**src/rtl/mod16_async_down_counter.sv**
```systemverilog
// Ripple modulo-2**WIDTH down counter: a chain of JK stages where each stage
// after the first is clocked by the rising edge of the previous stage's output.

module jk_stage (
  input  logic clk,
  input  logic rst_n,
  input  logic j,
  input  logic k,
  output logic q
);

  always_ff @(posedge clk or negedge rst_n) begin
    if (!rst_n) begin
      q <= 1'b0;
    end else begin
      case ({j, k})
        2'b01:   q <= 1'b0;
        2'b10:   q <= 1'b1;
        2'b11:   q <= ~q;
        default: q <= q;
      endcase
    end
  end

endmodule

module mod16_async_down_counter #(
  parameter int WIDTH = 4
) (
  input  logic             clk,
  input  logic             reset,
  input  logic             j,
  input  logic             k,
  output logic [WIDTH-1:0] q,
  output logic [WIDTH-1:0] q_bar
);

  // A stage only advances when its predecessor rises (0->1), which is the
  // borrow condition of a down count.
  logic [WIDTH-1:0] stage_clk;

  assign stage_clk[0] = clk;

  for (genvar gi = 1; gi < WIDTH; gi++) begin : g_clk
    assign stage_clk[gi] = q[gi-1];
  end

  for (genvar gi = 0; gi < WIDTH; gi++) begin : g_stage
    jk_stage u_stage (
      .clk   (stage_clk[gi]),
      .rst_n (reset),
      .j     (j),
      .k     (k),
      .q     (q[gi])
    );
  end

  assign q_bar = ~q;

endmodule

```
**config.mk**
```make
export PLATFORM = sky130hd
export DESIGN_NAME = mod16_async_down_counter
export DESIGN_NICKNAME = d
export VERILOG_FILES = /design/src/rtl/mod16_async_down_counter.sv
export SDC_FILE = /design/constraint.sdc
export NUM_CORES = 1
export LEC_CHECK = 0
export ABC_CLOCK_PERIOD_IN_PS = 900
export CAP_MARGIN = 0
export CORE_AREA = 3 3 40 42
export DETAILED_ROUTE_END_ITERATION = 10
export DIE_AREA = 0 0 43 45
export PLACE_DENSITY = 0.39
export SLEW_MARGIN = 20
export SYNTH_ARGS = -nofsm -noshare
export SYNTH_HDL_FRONTEND = slang
export SYNTH_SLANG_ARGS = --single-unit
```
**constraint.sdc**
```tcl
create_clock -name clk -period 0.9 [get_ports clk]
set_input_delay 0.225 -clock clk [delete_from_list [all_inputs] [get_ports clk]]
set_output_delay 0.225 -clock clk [all_outputs]
set_load 0.02 [all_outputs]
```
==> out/metrics.yaml <==
layout:
  syn_to_final_growth_pct: 66.89
  regArea_sq_um: 100.1
  final_nets: 34
  top_regs: "g_stage.u_stage.q: 4 flops"
  multi_input_area_sq_um: 40.04
  final_area_sq_um: 315.3
  layout-drive-gt1-share_pct: 35.71
  antennaDiodeCount: 0
  mostFrequentLayoutCells: "7 x clkdlybuf4s50_1, 4 x inv_2, 4 x mux2i_1, 4 x dfrtp_1, 4 x buf_4"
  n_fill_cell: 133
  regMostFlops: "g_stage.u_stage.q"
  layout_commonest_cell: "clkdlybuf4s50_1"
  largest_reg_flops: 4
placed_design:
  routabilityCongestion: 0.6998
  place_area_sq_um: 310.3
  dp_hpwl_microns: 333.5
  portBuffers: 11
die:
  die-area_sq_um: 1935
  pin_count: 12
  die_y_microns: 45
  start_util_pct: 14.70
  die_x_microns: 43
  fp-row-count: 13
  core_sq_um: 1285
global_routing:
  grt_pass1_vias: 154
  grt_pass1_wl_microns: 662
  grt_overflow: 0
  antenna_found_initial: 0
  grt_max_degree: 5
  grt_use_total_pct: 4.337
cts:
  clk_pin_slew_ns: 0
  cts.hold.buffers_added: 0
  clk_latency_ns: 0
routing:
  drcViolationCount: 0
  finalWirelength_microns: 365
  first_pass_iters: 1
  antenna_left: 0
  wire_per_inst_microns: 8.488
  num_vias: 137
  avgViaCountPerCell: 3.186
  initialDrtViolationCount: 0
timing:
  fmax_mhz: 1148
  setup_viol: 0
  post-route-period-util_pct: 96.75
  skew_ns: 0
  finalMaxSlewViolations: 0
  untimed_endpoints: 9
  hold_violations: 0
  period_needed_ns: 0.8708
  relSlewSlack_pct: 84.85
  holdWs_ns: 0.4484
  rsz0062_at_grt: "false"
  unclocked_pins: 3
  tightest_slew_ns: 0.2266
logic_synthesis:
  ys_ff_latch: 4
  yosysSeqAreaShare_pct: 52.98
  synth_cell_type_count: 5
  yosysWarnings: 0
  synth_fp_nets: 21
  synth_area_sq_um: 188.9
  avgSynthCellArea_sq_um: 11.11
  synthCells: 17
power_and_ir_drop:
  powerDensity_nw_per_um2: 547.9
  total_power_w: 0.0001728
  peakVddDrop_uv: 299.7
  p_leak_nw: 0.1661
critical_path:
  end_kind: "output pin"
  crit_chain: "clkdlybuf4s15_2"
  critPathTopFamily: "flip-flops"
  cp-startpoint: "g_stage[0].u_stage.q$_DFFE_PN0P_"
  cp.buffers_inverters: 1
  slowest_stage: "dfrtp_1"
  crit-reg2reg-launch: "g_stage[0].u_stage.q$_DFFE_PN0P_"
  arrival_ns: 0.65
  start_kind: "register"
  cpPeakStageDelay_ns: 0.38
  path_class: "register to output pin"
  worst-endpoint-required_ns: 0.67
  crit_fanout: 3
job:
  drv_cap: 0
outcome:
  outcome: "complete, no violations"
min_path:
  hp-class: "input port to asynchronous set/reset pin"
where the power goes:
group	switching (W)	internal, W	leakage, nW
clock	0	0	0
sequential	0.00000765	0.0000613	0.0466
combinational	0.0000493	0.0000545	0.120
stage by stage:
stage	instances	TNS (ns)	utilization (%)	worst slack [ns]
global route	43	0	24.54	0.01574
floorplan	17	0	-	0.1464
detailed placement	42	-0.7243	24.15	-0.3751
finish	43	0	24.54	0.02922
CTS	43	-0.001961	24.34	-0.001961
global placement	42	-0.6810	24.15	-0.3541
synth_stat cells:
| library cell | number | area [sq um] |
|---|---|---|
| buf_4 | 4 | 30.03 |
| dfrtp_1 | 4 | 100.1 |
| inv_2 | 4 | 15.01 |
| mux2i_1 | 4 | 40.04 |
| inv_1 | 1 | 3.750 |
worst register-to-register path, cell delays in order, from the launching register on:
cell     delay [ns]
dfrtp_1        0.38
inv_2          0.06
buf_4          0.10
mux2i_1        0.17
layer usage:
metal	GRT usage, %	share of wire [%]	vias up
li1	-	-	69
met1	6.053	53	56
met3	0.3984	12	0
met5	0	0	-
met4	0	0	0
met2	7.784	35	12
what timing repair did:
item	CTS	global route
setup endpoints to repair	3	1
cloned	0	0
setup buffers	1	0
gates resized for setup	8	1
pin swaps	0	0
cell type report:
class / count / share of cell area [%]
Timing Repair Buffer: 15 / 43.65
Multi-Input combinational cell: 4 / 12.70
Inverter: 5 / 5.952
Sequential cell: 4 / 31.75
Tap cell: 15 / 5.952
cells by family after synthesis:
logic type	share of synthesized area [%]
buf+inv	25.82
flops	52.98
mux	21.19
final timing paths:
check | to | depth (start not counted) | slack, ns
setup / recovery | q[0] | 1 | 0.03
hold / removal | g_stage[0].u_stage.q$_DFFE_PN0P_ | 1 | 0.45
setup reg to reg | g_stage[0].u_stage.q$_DFFE_PN0P_ | 3 | 0.11
hold reg to reg | g_stage[0].u_stage.q$_DFFE_PN0P_ | 3 | 0.66
max in group asynchronous | g_stage[0].u_stage.q$_DFFE_PN0P_ | 1 | 0.27
min in group clk | g_stage[0].u_stage.q$_DFFE_PN0P_ | 2 | 0.45
Note: power is estimated with default switching activity, not from simulation.
